$ cat config.mk
export PLATFORM = sky130hd
export DESIGN_NAME = spi_frame_receiver_flat
export DESIGN_NICKNAME = d
export VERILOG_FILES = /design/src/rtl/spi_frame_receiver_if.sv /design/src/rtl/spi_frame_receiver.sv /design/src/flat_wrapper.sv
export SDC_FILE = /design/constraint.sdc
export NUM_CORES = 1
export LEC_CHECK = 0
export ABC_AREA = 0
export CAP_MARGIN = 20
export CORE_MARGIN = 2
export CORE_UTILIZATION = 32
export DETAILED_ROUTE_END_ITERATION = 10
export SLEW_MARGIN = 20
export SYNTH_ARGS = -nofsm -noshare
export SYNTH_HDL_FRONTEND = slang
export SYNTH_SLANG_ARGS = --single-unit
export TNS_END_PERCENT = 20
$ cat constraint.sdc
create_clock -name clk -period 1.6 [get_ports clk]
set_input_delay 0.24 -clock clk [delete_from_list [all_inputs] [get_ports clk]]
set_output_delay 0.24 -clock clk [all_outputs]
set_load 0.05 [all_outputs]
$ cat src/rtl/spi_frame_receiver_if.sv
// Serial frame link bundle between a chip-select framed sender and its receiver.
// Latency: none (wires only).
// Backpressure: out_ready/out_valid handshake on the parallel side; the serial side has none.
// Ports:
//   cs, sdi            - frame enable and MSB-first serial data (sender -> receiver)
//   out_ready          - downstream accepts out_data this cycle (consumer -> receiver)
//   out_data/out_valid - completed word and its valid flag (receiver -> consumer)
//   frame_err, overrun - single-cycle status pulses (receiver -> consumer)
//   busy               - frame in progress (receiver -> consumer)
interface spi_frame_receiver_if #(
  parameter int DATA_WIDTH = 16
);
  logic                  cs;
  logic                  sdi;
  logic                  out_ready;
  logic [DATA_WIDTH-1:0] out_data;
  logic                  out_valid;
  logic                  frame_err;
  logic                  overrun;
  logic                  busy;

  // master: the side that drives the serial link and consumes words
  modport master (
    output cs, sdi, out_ready,
    input  out_data, out_valid, frame_err, overrun, busy
  );

  // slave: the deserializer itself
  modport slave (
    input  cs, sdi, out_ready,
    output out_data, out_valid, frame_err, overrun, busy
  );
endinterface

$ cat src/rtl/spi_frame_receiver.sv
// Chip-select framed serial deserializer: drops LEAD_BITS, shifts in a DATA_WIDTH word MSB-first.
// Latency: out_valid rises on the edge sampling the last payload bit (LEAD_BITS+DATA_WIDTH edges from start).
// Backpressure: one-deep output register; a word completing while the register is full and
//   out_ready is low is dropped and reported with a one-cycle overrun pulse.
// Ports:
//   clk  - rising-edge clock, one serial bit per cycle while cs is high
//   rst  - asynchronous active-high reset
//   bus  - slave side of spi_frame_receiver_if (cs, sdi, out_ready in; out_data, out_valid,
//          frame_err, overrun, busy out). The interface DATA_WIDTH must match this module's.
// DATA_WIDTH >= 2 is assumed; 2**CNT_WIDTH must exceed LEAD_BITS + DATA_WIDTH.
module spi_frame_receiver #(
  parameter int DATA_WIDTH = 16,
  parameter int LEAD_BITS  = 0,
  parameter int CNT_WIDTH  = 5
) (
  input  logic                clk,
  input  logic                rst,
  spi_frame_receiver_if.slave bus
);

  typedef enum logic [1:0] {
    IDLE  = 2'd0,
    SKIP  = 2'd1,
    SHIFT = 2'd2,
    HOLD  = 2'd3
  } state_t;

  // Bit index of the last discarded bit and of the last payload bit.
  localparam logic [CNT_WIDTH-1:0] SKIP_LAST = CNT_WIDTH'(LEAD_BITS - 1);
  localparam logic [CNT_WIDTH-1:0] LAST_IDX  = CNT_WIDTH'(LEAD_BITS + DATA_WIDTH - 1);

  state_t                state;
  logic                  cs_q;
  logic [CNT_WIDTH-1:0]  cnt;
  logic [DATA_WIDTH-1:0] shreg;
  logic [DATA_WIDTH-1:0] out_data_q;
  logic                  out_valid_q;
  logic                  frame_err_q;
  logic                  overrun_q;
  logic                  busy_q;

  logic                  start;
  logic [DATA_WIDTH-1:0] word;

  // cs_q resets high so a frame already running at reset release is not mistaken for a start.
  assign start = bus.cs & ~cs_q;
  // Shift register with the current bit appended: the finished word on the completing edge.
  assign word  = (shreg << 1) | DATA_WIDTH'(bus.sdi);

  always_ff @(posedge clk or posedge rst) begin
    if (rst) begin
      state       <= IDLE;
      cs_q        <= 1'b1;
      cnt         <= '0;
      shreg       <= '0;
      out_data_q  <= '0;
      out_valid_q <= 1'b0;
      frame_err_q <= 1'b0;
      overrun_q   <= 1'b0;
      busy_q      <= 1'b0;
    end else begin
      cs_q        <= bus.cs;
      frame_err_q <= 1'b0;
      overrun_q   <= 1'b0;

      // Consumption; a load on the same edge below takes priority and keeps out_valid set.
      if (out_valid_q && bus.out_ready) begin
        out_valid_q <= 1'b0;
      end

      case (state)
        IDLE: begin
          cnt <= '0;
          if (start) begin
            // The start edge already consumes bit index 0.
            cnt    <= CNT_WIDTH'(1);
            busy_q <= 1'b1;
            if (LEAD_BITS == 0) begin
              shreg <= DATA_WIDTH'(bus.sdi);
              state <= SHIFT;
            end else if (LEAD_BITS == 1) begin
              // The single lead bit was the start bit itself; nothing left to skip.
              state <= SHIFT;
            end else begin
              state <= SKIP;
            end
          end
        end

        SKIP: begin
          if (!bus.cs) begin
            frame_err_q <= 1'b1;
            busy_q      <= 1'b0;
            state       <= IDLE;
          end else begin
            cnt <= cnt + CNT_WIDTH'(1);
            if (cnt == SKIP_LAST) begin
              state <= SHIFT;
            end
          end
        end

        SHIFT: begin
          if (!bus.cs) begin
            frame_err_q <= 1'b1;
            busy_q      <= 1'b0;
            shreg       <= '0;
            state       <= IDLE;
          end else begin
            shreg <= word;
            cnt   <= cnt + CNT_WIDTH'(1);
            if (cnt == LAST_IDX) begin
              state <= HOLD;
              if (!out_valid_q || bus.out_ready) begin
                out_data_q  <= word;
                out_valid_q <= 1'b1;
              end else begin
                overrun_q <= 1'b1;
              end
            end
          end
        end

        HOLD: begin
          // Counter is frozen here, so an over-long cs never wraps it.
          if (!bus.cs) begin
            busy_q <= 1'b0;
            state  <= IDLE;
          end
        end

        default: begin
          busy_q <= 1'b0;
          state  <= IDLE;
        end
      endcase
    end
  end

  assign bus.out_data  = out_data_q;
  assign bus.out_valid = out_valid_q;
  assign bus.frame_err = frame_err_q;
  assign bus.overrun   = overrun_q;
  assign bus.busy      = busy_q;

endmodule
$ cat src/flat_wrapper.sv
// flat-port wrapper written by rule: the top's interface ports become plain ports
module spi_frame_receiver_flat 
#(
  parameter int DATA_WIDTH = 16,
  parameter int LEAD_BITS  = 0,
  parameter int CNT_WIDTH  = 5
)
  (clk, rst, bus_cs, bus_sdi, bus_out_ready, bus_out_data, bus_out_valid, bus_frame_err, bus_overrun, bus_busy);
  spi_frame_receiver_if #(.DATA_WIDTH(DATA_WIDTH)) bus_i ();
  input  logic clk;
  input  logic rst;
  input wire logic [$bits(bus_i.cs)-1:0] bus_cs;
  input wire logic [$bits(bus_i.sdi)-1:0] bus_sdi;
  input wire logic [$bits(bus_i.out_ready)-1:0] bus_out_ready;
  output wire logic [$bits(bus_i.out_data)-1:0] bus_out_data;
  output wire logic [$bits(bus_i.out_valid)-1:0] bus_out_valid;
  output wire logic [$bits(bus_i.frame_err)-1:0] bus_frame_err;
  output wire logic [$bits(bus_i.overrun)-1:0] bus_overrun;
  output wire logic [$bits(bus_i.busy)-1:0] bus_busy;
  assign bus_i.cs = bus_cs;
  assign bus_i.sdi = bus_sdi;
  assign bus_i.out_ready = bus_out_ready;
  assign bus_out_data = bus_i.out_data;
  assign bus_out_valid = bus_i.out_valid;
  assign bus_frame_err = bus_i.frame_err;
  assign bus_overrun = bus_i.overrun;
  assign bus_busy = bus_i.busy;
  spi_frame_receiver #(.DATA_WIDTH(DATA_WIDTH), .LEAD_BITS(LEAD_BITS), .CNT_WIDTH(CNT_WIDTH)) u_core (.clk(clk), .rst(rst), .bus(bus_i));
endmodule
== After elaboration in Yosys (flattened, before gate mapping) ==
Cells that the tools add are included.

* Register bits: 43
* Input bits: 5
* Output and inout bits: 20
* Word-level logic and storage cells: 64

* Add/sub/neg operators: 1
* Eq/ne operators: 11
* Muxes and demuxes: 27
* Bitwise gates (word level): 3
* Reductions and logical operators: 13

{| class="wikitable"
|+ Operator list
! operator !! count
|-
| 15-bit two-way mux || 2
|-
| 15-bit one-hot mux with 2 select lines || 1
|-
| 16-bit by 1-bit bitwise OR with 16-bit output || 1
|-
| 1-bit two-way mux || 14
|-
| 2-bit two-way mux || 6
|-
| 5-bit one-hot mux with 2 select lines || 1
|-
| 2-bit one-hot mux with 4 select lines || 1
|-
| 4-bit AND reduction || 2
|-
| 3-bit by 2-bit != test with 1-bit output (second input constant) || 2
|-
| 2-bit AND reduction || 3
|-
| 5-bit by 1-bit adder with 5-bit output (second input constant) || 1
|-
| 5-bit by 4-bit == test with 1-bit output (second input constant) || 1
|-
| 5-bit == test (second input constant) || 1
|-
| 5-bit two-way mux || 1
|-
| 2-bit == test (second input constant) || 2
|-
| 2-bit by 1-bit != test with 1-bit output (second input constant) || 2
|-
| 2-bit != test (second input constant) || 2
|-
| 2-bit nonzero test || 2
|-
| 3-bit OR reduction || 1
|-
| 2-bit by 1-bit == test with 1-bit output (second input constant) || 1
|-
| 2-bit zero test || 1
|-
| 1-bit one-hot mux with 2 select lines || 1
|-
| 2-bit OR reduction || 1
|-
| 1-bit bitwise AND || 1
|-
| other kinds (4) || 4
|}

== Longest topological paths before layout ==
Gate-level depths: netlist (run 1).

* Depth after elaboration: 6
* Gate-level depth with buffers: 8
* Mapped depth without buffers: 7

== Worst setup path after synthesis (run 1) ==
No wires, ideal clock.

* Path kind: register to register
* Start: reg u_core.cnt[0]
* End: reg u_core.out_data_q[0], in the netlist u_core.bus.out_data[0]
* Library setup time: 0.125 ns
* Data arrival time: 1.670 ns
* Data required time: 1.475 ns
* Path slack: -0.196 ns
* Cell stages (with the launch flop): 8
* Buffers on the path: 2
* Period minus slack after synthesis: 1.796 ns
* Cell sequence: dfrtp_1 > ha_1 > and3_1 > ha_1 > and3_1 > buf_6 > buf_12 > mux2_4

* Longest elaborated chain between the ends: 2

{| class="wikitable"
|+ Ends and longest elaborated chain
! what !! RTL line !! text
|-
| start: declaration || spi_frame_receiver.sv:34 || <nowiki>logic [CNT_WIDTH-1:0] cnt;</nowiki>
|-
| start signal: assignment || spi_frame_receiver.sv:96 || <nowiki>cnt <= cnt + CNT_WIDTH'(1);</nowiki>
|-
| start signal: assignment || spi_frame_receiver.sv:111 || <nowiki>cnt <= cnt + CNT_WIDTH'(1);</nowiki>
|-
| 5-bit by 4-bit == test with 1-bit output || spi_frame_receiver.sv:112 || <nowiki>if (cnt == LAST_IDX) begin</nowiki>
|-
| 4-bit AND reduction (no line) || - ||
|-
| end signal: assignment || spi_frame_receiver.sv:115 || <nowiki>out_data_q <= word;</nowiki>
|-
| end: declaration || spi_frame_receiver.sv:36 || <nowiki>logic [DATA_WIDTH-1:0] out_data_q;</nowiki>
|}

Every way passes these cells.
A chain may end at the register's enable or synchronous reset.

== Worst setup path after layout (run 1) ==
* Start: reg u_core.cnt[1]
* End: reg u_core.out_data_q[11], in the netlist u_core.bus.out_data[11]

Same word-level chain as after synthesis.

==> results of run 1 <==
Yosys cell counts:
master / instances / area share (%)
dfrtp_1: 42 / 55
nand2_1: 35 / 6.9
o21ai_0: 18 / 4.8
mux2_4: 10 / 7.9
inv_1: 8 / 1.6
ha_1: 7 / 4.6
mux2_2: 7 / 4.2
nor2_1: 7 / 1.4
a21oi_1: 4 / 1.1
a22o_1: 3 / 1.4
clkbuf_1: 3 / 0.59
a31oi_1: 2 / 0.66
and3_1: 2 / 0.66
buf_2: 2 / 0.53
mux2i_1: 2 / 1.1
nor2b_1: 2 / 0.66
o22ai_1: 2 / 0.66
buf_1: 1 / 0.20
buf_12: 1 / 1.1
buf_6: 1 / 0.59
dfstp_2: 1 / 1.4
inv_2: 1 / 0.20
nand2b_1: 1 / 0.33
nand4_1: 1 / 0.33
nor2_4: 1 / 0.59
o221ai_1: 1 / 0.46
or3_1: 1 / 0.33
xnor2_1: 1 / 0.46
worst max-delay path, cell delays in order, from the launching register on:
cell and delay, ns:
dfrtp_1 0.36, ha_2 0.18, and3_4 0.19, ha_4 0.13
and3_4 0.19, buf_12 0.14, mux2_4 0.30
cell usage in the layout, fill, tap and decap left out, drive strengths merged:
cell,instances
clkinv,1
clkinvlp,1
or3,1
o21ai,18
a31oi,2
mux2,17
xnor2,1
nand2b,1
clkdlybuf4s50,4
dfrtp,42
nor2,8
clkbuf,7
nor2b,2
o22ai,2
nand4,1
o221ai,1
mux2i,2
ha,7
and3,2
inv,9
a21oi,4
a22o,3
nand2,35
buf,39
dfstp,1
worst max-delay path by stage:
stage             startpoint                      end  slack, ns
2_1_floorplan  u_core.cnt[1]   u_core.bus.out_data[0]      -0.08
3_3_place_gp   bus_out_ready   u_core.bus.out_data[5]      -0.08
3_5_place_dp          bus_cs   u_core.bus.out_data[3]      -0.08
4_1_cts        u_core.cnt[1]   u_core.bus.out_data[0]      -0.05
5_1_grt        u_core.cnt[1]   u_core.bus.out_data[0]      -0.08
6_report       u_core.cnt[1]  u_core.bus.out_data[11]      -0.02
kinds of logic after synthesis:
| family | count (synthesis) | share of synthesized area, % |
|---|---|---|
| AOI/OAI and AO/OA | 30 | 8.98 |
| xor gates and xnor gates | 1 | 0.462 |
| adders and majority gates | 7 | 4.62 |
| buffers and inverters | 17 | 4.75 |
| DFF | 43 | 56.8 |
| muxes | 19 | 13.1 |
| and+or+nand+nor | 50 | 11.2 |
where the power goes:
group	switching, µW	total (µW)	internal [µW]
logic	702	1370	670
clock network	362	667	305
registers	87.3	1300	1220
total	1150	3340	2190
layer usage:
metal  wire length [µm]  global-route usage, %  vias to the layer above
met3                126                   3.00                        7
met1               1560                   14.1                      607
met4                 50                   4.07                        0
met5                  0                      0                        -
li1                   -                      -                      640
met2               1540                   17.7                       20
state kept, by name, indices dropped and copies added (netlist names):
name	cells
u_core.bus.busy	1
u_core.cnt	5
u_core.bus.out_valid	1
u_core.cs_q	1
u_core.bus.frame_err	1
u_core.bus.overrun	1
u_core.state	2
u_core.shreg	15
u_core.bus.out_data	16
per-stage QoR:
stage	total power (µW)	TNS [ns]	utilization [%]	hold WS (ns)
floorplan	2070	-0.829	-	0.244
global placement	2550	-1.08	40.4	0.465
detailed placement	2560	-1.19	40.4	0.464
CTS	3250	-0.486	42.3	0.309
global route	3590	-1.20	43.2	0.331
finish	3340	-0.172	43.2	0.303
timing repair:
action / 4_1_cts / 5_1_grt
buffers inserted: 0 / 0
endpoints found under the hold margin: 0 / 0
pin swaps: 0 / 1
gates resized for setup: 6 / 5
hold buffers: 0 / 0
gates cloned: 0 / 1
setup endpoints to repair: 17 / 34
final cells by class:
type                    instances  share of cell area (%)
clock inverters                 2                   0.498
well taps                      75                    3.74
inverters                       9                    1.35
flip-flops and latches         43                    42.9
repair buffers                 44                    15.9
multi-input cells             107                    32.7
clock buffers                   6                    2.89
==> metrics.yaml, run 1 <==
critical_path:
  endpoint_kind: "flip-flop"
  ff2ff_setup_slack_ns: -0.02
  worstPathArrival_ns: 1.79
  rr_startpoint: "u_core.cnt[1]"
  cp_data_required_time_ns: 1.78
  cp_max_fo: 10
  rr_worst_depth: 6
  reg2reg_to: "u_core.bus.out_data[11]"
  path_class: "flip-flop to flip-flop"
  startpoint_type: "flip-flop"
clocking:
  cts_tree: "yes"
  clockBufferDepth: 2
  cts_max_level: 2
  ctsRootBufferMaster: "clkbuf_8"
  clock-sinks: 43
  clock_latency_ns: 0.29
  cts.reportedPaths.clkPinSlew_ns: 0.08
  cts_made_buffers: 5
grt:
  grt-ovfl-total: 0
  grt_pass1_wl_um: 5550
  grt_pass1_vias: 1239
  grt_max_degree: 44
  grtUsageTotal_pct: 10.9
  antenna_found_initial: 0
status:
  violations: "negative setup slack"
  outcome: "complete, but fails checks"
die:
  fp.dieW_um: 81.0
  rows: 28
  start_util_pct: 32.6
  die_h_um: 81.0
  io_pins: 25
  die_area_um2: 6560
  core_um2: 5820
layout:
  regArea_um2: 1080
  finish.net_count: 222
  nFillCells: 574
  diodes: 0
  syn_to_final_growth_pct: 32.5
  multi_input_area_um2: 822
  stdcell_count: 286
  drive_gt1_share_pct: 36.5
  stdcell_area_um2: 2510
timing:
  max_freq_mhz: 618
  relSlewSlack_pct: 80.0
  rsz0062_at_grt: "yes"
  postLayoutSetupSlackWorst_ns: -0.0174
  fin_crit_sh_pct: 101
  slew_viol_final: 0
  fin_crit_ns: 1.62
  clock_skew_ns: 0.00665
  setup_viol: 16
  hold_viol: 0
  worst_pin_slew_ns: 0.297
place:
  dpl_cell_area_um2: 2350
  dp_slack_ns: -0.0835
  hpwl_um: 2270
  place_congestion: 0.747
  io_buffers: 24
  dp_cells: 277
route:
  ant_nets: 0
  viasPerCell: 4.45
  vias: 1274
  drt-pass1-iter-count: 4
  wire_per_inst_um: 11.5
  initialDrtViolationCount: 48
  drt_wl_total_um: 3280
  drc_errors: 0
logic_synthesis:
  syn_inst: 167
  ys.warnings.count: 0
  synth_area_um2: 1900
  avgSynthCellArea_um2: 11.4
  synth_nets: 179
  ys_ff_latch: 43
  ys_types: 28
  ys_seq_area_share_pct: 56.8
min_path:
  holdCritPathClass: "input port to async pin"
power_and_ir_drop:
  ir_worst_vdd_mv: 0.901
  power_density_nw_per_um2: 1330
  p_leak_uw: 0.00118
run:
  drv_cap: 0
(Power assumes the default switching activity.)
==> run 2: changes to the inputs <==
- CELL_PAD_IN_SITES_DETAIL_PLACEMENT: not set -> 0
- CELL_PAD_IN_SITES_GLOBAL_PLACEMENT: not set -> 1
- PLACE_DENSITY_LB_ADDON: not set -> 0.1
- SKIP_CTS_REPAIR_TIMING: not set -> 1
==> metrics.yaml, run 2 (same netlist as run 1, synthesis figures left out) <==
clocking:
  cts_max_level: 2
  cts_made_buffers: 5
  clock-sinks: 43
  cts_tree: "yes"
  cts.reportedPaths.clkPinSlew_ns: 0.08
  ctsRootBufferMaster: "clkbuf_8"
  clock_latency_ns: 0.29
  clockBufferDepth: 2
timing:
  fin_crit_ns: 1.63
  rsz0062_at_grt: "yes"
  clock_skew_ns: 0.00475
  slew_viol_final: 0
  postLayoutSetupSlackWorst_ns: -0.0320
  hold_slack_ns: 0.287
  hold_viol: 0
  fin_crit_sh_pct: 102
  relSlewSlack_pct: 79.4
  max_freq_mhz: 613
  setup_viol: 11
  worst_pin_slew_ns: 0.306
critical_path:
  rr_worst_depth: 6
  critical_path.most_common_cell: "and3_4"
  path_class: "flip-flop to flip-flop"
  worstPathArrival_ns: 1.81
  endpoint_kind: "flip-flop"
  path_cells: "ha_2 > and3_4 > ha_4 > and3_4 > buf_12 > mux2_4"
  cp_data_required_time_ns: 1.78
  cp.buffers_inverters: 1
  cpPeakStageDelay_ns: 0.36
  rr_startpoint: "u_core.cnt[1]"
  cpMaxStageDelayCell: "dfrtp_1"
  ff2ff_setup_slack_ns: -0.03
  cp_max_fo: 10
  crit_family: "simple AND/OR/NAND/NOR gates"
  reg2reg_to: "u_core.bus.out_data[1]"
  startpoint_type: "flip-flop"
place:
  io_buffers: 24
  dp_cells: 276
  dpl_cell_area_um2: 2350
  place_congestion: 0.745
  hpwl_um: 2440
die:
  core_um2: 5820
  die_area_um2: 6560
  fp.dieW_um: 81.0
  start_util_pct: 32.6
  die_h_um: 81.0
  rows: 28
  io_pins: 25
layout:
  syn_to_final_growth_pct: 33.7
  diodes: 0
  largest_register_ffs: 16
  regArea_um2: 1080
  final_cell_mix: "dfrtp_1 (42), nand2_1 (35), buf_4 (35), o21ai_0 (18), mux2_4 (16)"
  finish.net_count: 221
  drive_gt1_share_pct: 36.2
  stdcell_area_um2: 2530
  stdcell_count: 285
  final_common_cell: "dfrtp_1"
  multi_input_area_um2: 813
  nFillCells: 576
route:
  drt_wl_total_um: 3580
  drt-pass1-iter-count: 4
  viasPerCell: 4.47
  drc_errors: 0
  ant_nets: 0
  vias: 1274
  initialDrtViolationCount: 86
  wire_per_inst_um: 12.6
run:
  drv_cap: 0
status:
  outcome: "complete, but fails checks"
  violations: "negative setup slack"
power_and_ir_drop:
  switching_share_pct: 32.3
  p_leak_uw: 0.00120
  clockPowerShare_pct: 28.3
  ir_worst_vdd_mv: 0.784
  p_seq_share_pct: 36.8
  comb_power_share_pct: 35.0
  switchingPower_uw: 1140
  p_int_uw: 2390
  p_total_uw: 3540
  power_density_nw_per_um2: 1400
grt:
  grt_pass1_wl_um: 5980
  antenna_found_initial: 0
  grt_max_degree: 44
  grtUsageTotal_pct: 12.0
  grt-ovfl-total: 0
  grt_pass1_vias: 1269
min_path:
  holdCritPathClass: "input port to async pin"
run 2: cell types whose count changed in the layout (fill, tap and decap cells not counted), sizes merged:
cell      before  now
bufinv         0    2
clkinvlp       1    0
clkbuf         7    6
clkinv         1    0
run 2: per-layer routing:
metal	track usage, %	vias up	wire, µm
met2	19.2	17	1770
met3	3.33	4	117
met1	15.6	611	1640
met5	0	-	0
li1	-	642	-
met4	4.58	0	52
run 2: cell type report:
class / count / area share, %
tap: 75 / 3.70
clock inverter: 2 / 2.37
sequential: 43 / 42.5
inverter: 9 / 1.33
clock buffer: 6 / 2.86
multi-input combinational: 107 / 32.1
timing repair buffer: 43 / 15.1
run 2: worst max path at each step:
stage / start / to / slack, ns / depth (start not counted)
final: u_core.cnt[1] / u_core.bus.out_data[1] / -0.03 / 6
after global routing: u_core.cnt[1] / u_core.bus.out_data[1] / -0.11 / 6
after CTS: u_core.cnt[0] / u_core.bus.out_data[1] / -0.05 / 6
after detailed placement: bus_cs / u_core.bus.out_data[1] / -0.1 / 6
after global placement: bus_cs / u_core.bus.out_data[3] / -0.08 / 6
after floorplan: u_core.cnt[1] / u_core.bus.out_data[0] / -0.08 / 7
run 2: power groups by stage:
stage	Sequential, µW	Clock (µW)	Combinational (µW)
after floorplan	1410	0	658
after global placement	1320	0	1200
after detailed placement	1320	0	1210
after CTS	1300	1030	1210
after global routing	1320	1080	1390
final	1300	999	1240
run 2: metrics by stage:
step	util (%)	TNS, ns	setup slack (ns)
floorplan	-	-0.829	-0.0829
global placement	40.4	-1.30	-0.0825
detailed placement	40.4	-1.49	-0.0986
CTS	42.7	-0.638	-0.0465
global route	43.6	-1.51	-0.113
finish	43.6	-0.227	-0.0320
run 2: tightest hold or removal path, stage by stage:
cell and delay, ns:
clkdlybuf4s50_1 0.39, inv_1 0.09, buf_12 0.24
==> run 3: changes to the inputs <==
- SETUP_SLACK_MARGIN: not set -> 0.1
==> metrics.yaml, run 3 (same netlist as run 1, synthesis figures left out) <==
status:
  outcome: "complete, but fails checks"
  violations: "negative setup slack"
clocking:
  clock-sinks: 43
  cts.reportedPaths.clkPinSlew_ns: 0.08
  cts_max_level: 2
  cts_tree: "yes"
  cts_made_buffers: 5
  ctsRootBufferMaster: "clkbuf_8"
  clock_latency_ns: 0.29
  clockBufferDepth: 2
route:
  vias: 1284
  drt-pass1-iter-count: 2
  drt_wl_total_um: 3610
  wire_per_inst_um: 12.6
  drc_errors: 0
  ant_nets: 0
  viasPerCell: 4.49
  initialDrtViolationCount: 61
layout:
  diodes: 0
  stdcell_area_um2: 2540
  nFillCells: 574
  postLayoutCoreUtil_pct: 43.8
  syn_to_final_growth_pct: 34.3
  final_cell_mix: "dfrtp_1 (42), buf_4 (36), nand2_1 (35), o21ai_0 (18), mux2_4 (16)"
  multi_input_area_um2: 817
  drive_gt1_share_pct: 37.4
  regArea_um2: 1080
  final_common_cell: "dfrtp_1"
  finish.net_count: 222
  largest_register_ffs: 16
grt:
  grt_use_met1_pct: 15.6
  grt_pass1_vias: 1269
  antenna_found_initial: 0
  grtUsageMet2_pct: 19.2
  grtUsageTotal_pct: 12.0
  grt-busiest-layer: "met2"
  grt_max_degree: 44
  grt_pass1_wl_um: 5980
  grt-ovfl-total: 0
  use_met3_pct: 3.33
timing:
  worst_pin_slew_ns: 0.308
  fin_crit_ns: 1.64
  rsz0062_at_grt: "yes"
  max_freq_mhz: 612
  relSlewSlack_pct: 79.3
  clock_skew_ns: 0.00531
  slew_viol_final: 0
  hold_viol: 0
  setup_viol: 13
  postLayoutSetupSlackWorst_ns: -0.0353
  fin_crit_sh_pct: 102
power_and_ir_drop:
  power_density_nw_per_um2: 1390
  switching_share_pct: 32.3
  comb_power_share_pct: 35.1
  p_leak_uw: 0.00120
  p_seq_share_pct: 36.7
  switchingPower_uw: 1150
  ir_worst_vdd_mv: 0.784
  p_int_uw: 2400
  clockPowerShare_pct: 28.2
critical_path:
  crit_start: "u_core.cnt[1]"
  cp_data_required_time_ns: 1.78
  rr_startpoint: "u_core.cnt[1]"
  path_class: "flip-flop to flip-flop"
  cp_max_fo: 10
  worstPathArrival_ns: 1.81
  startpoint_type: "flip-flop"
  endpoint_kind: "flip-flop"
die:
  rows: 28
  die_h_um: 81.0
  fp.dieW_um: 81.0
  io_pins: 25
  die_area_um2: 6560
  start_util_pct: 32.6
  core_um2: 5820
place:
  hpwl_um: 2440
  dpl_cell_area_um2: 2350
  io_buffers: 24
  dp_slack_ns: -0.0986
  place_congestion: 0.745
run:
  drv_cap: 0
min_path:
  holdCritPathClass: "input port to async pin"
run 3: area by class of cell:
type | instances | share of cell area [%]
flip-flops and latches | 43 | 42.3
multi-input cells | 107 | 32.1
repair buffers | 44 | 15.3
well taps | 75 | 3.69
clock buffers | 6 | 2.85
clock inverters | 2 | 2.36
inverters | 9 | 1.33
run 3: metrics by stage:
step | cells | setup TNS (ns) | total power [µW] | hold slack (ns)
5_1_grt | 286 | -1.64 | 3800 | 0.293
3_5_place_dp | 276 | -1.49 | 2540 | 0.479
2_1_floorplan | 167 | -0.829 | 2070 | 0.244
3_3_place_gp | 276 | -1.30 | 2520 | 0.469
4_1_cts | 284 | -0.638 | 3550 | 0.302
6_report | 286 | -0.241 | 3550 | 0.287
run 3: final timing paths:
kind / endpoint / slack (ns) / cells after the start
worst max-delay path: u_core.bus.out_data[1] / -0.04 / 6
min in group clk: u_core.shreg[14] / 0.50 / 2
max in group asynchronous: u_core.cs_q / 1.04 / 3
worst min register to register: u_core.shreg[14] / 0.50 / 2
worst min-delay path: u_core.bus.overrun / 0.29 / 3
worst max register to register: u_core.bus.out_data[1] / -0.04 / 6
run 3: critical path, stage by stage, from the launching register on:
cell	delay, ns
dfrtp_1	0.36
ha_2	0.18
and3_4	0.19
ha_4	0.14
and3_4	0.21
buf_12	0.15
mux2_4	0.30
run 3: power groups by stage:
stage	clock network (µW)	registers, µW	logic [µW]
finish	1000	1300	1250
global route	1080	1320	1400
CTS	1030	1300	1210
detailed placement	0	1320	1210
global placement	0	1320	1200
floorplan	0	1410	658
run 3: layer usage:
layer  wire length, µm  up-vias
met1              1630      618
met3               115        4
met5                 0        -
met2              1810       17
met4                52        0
li1                  -      645
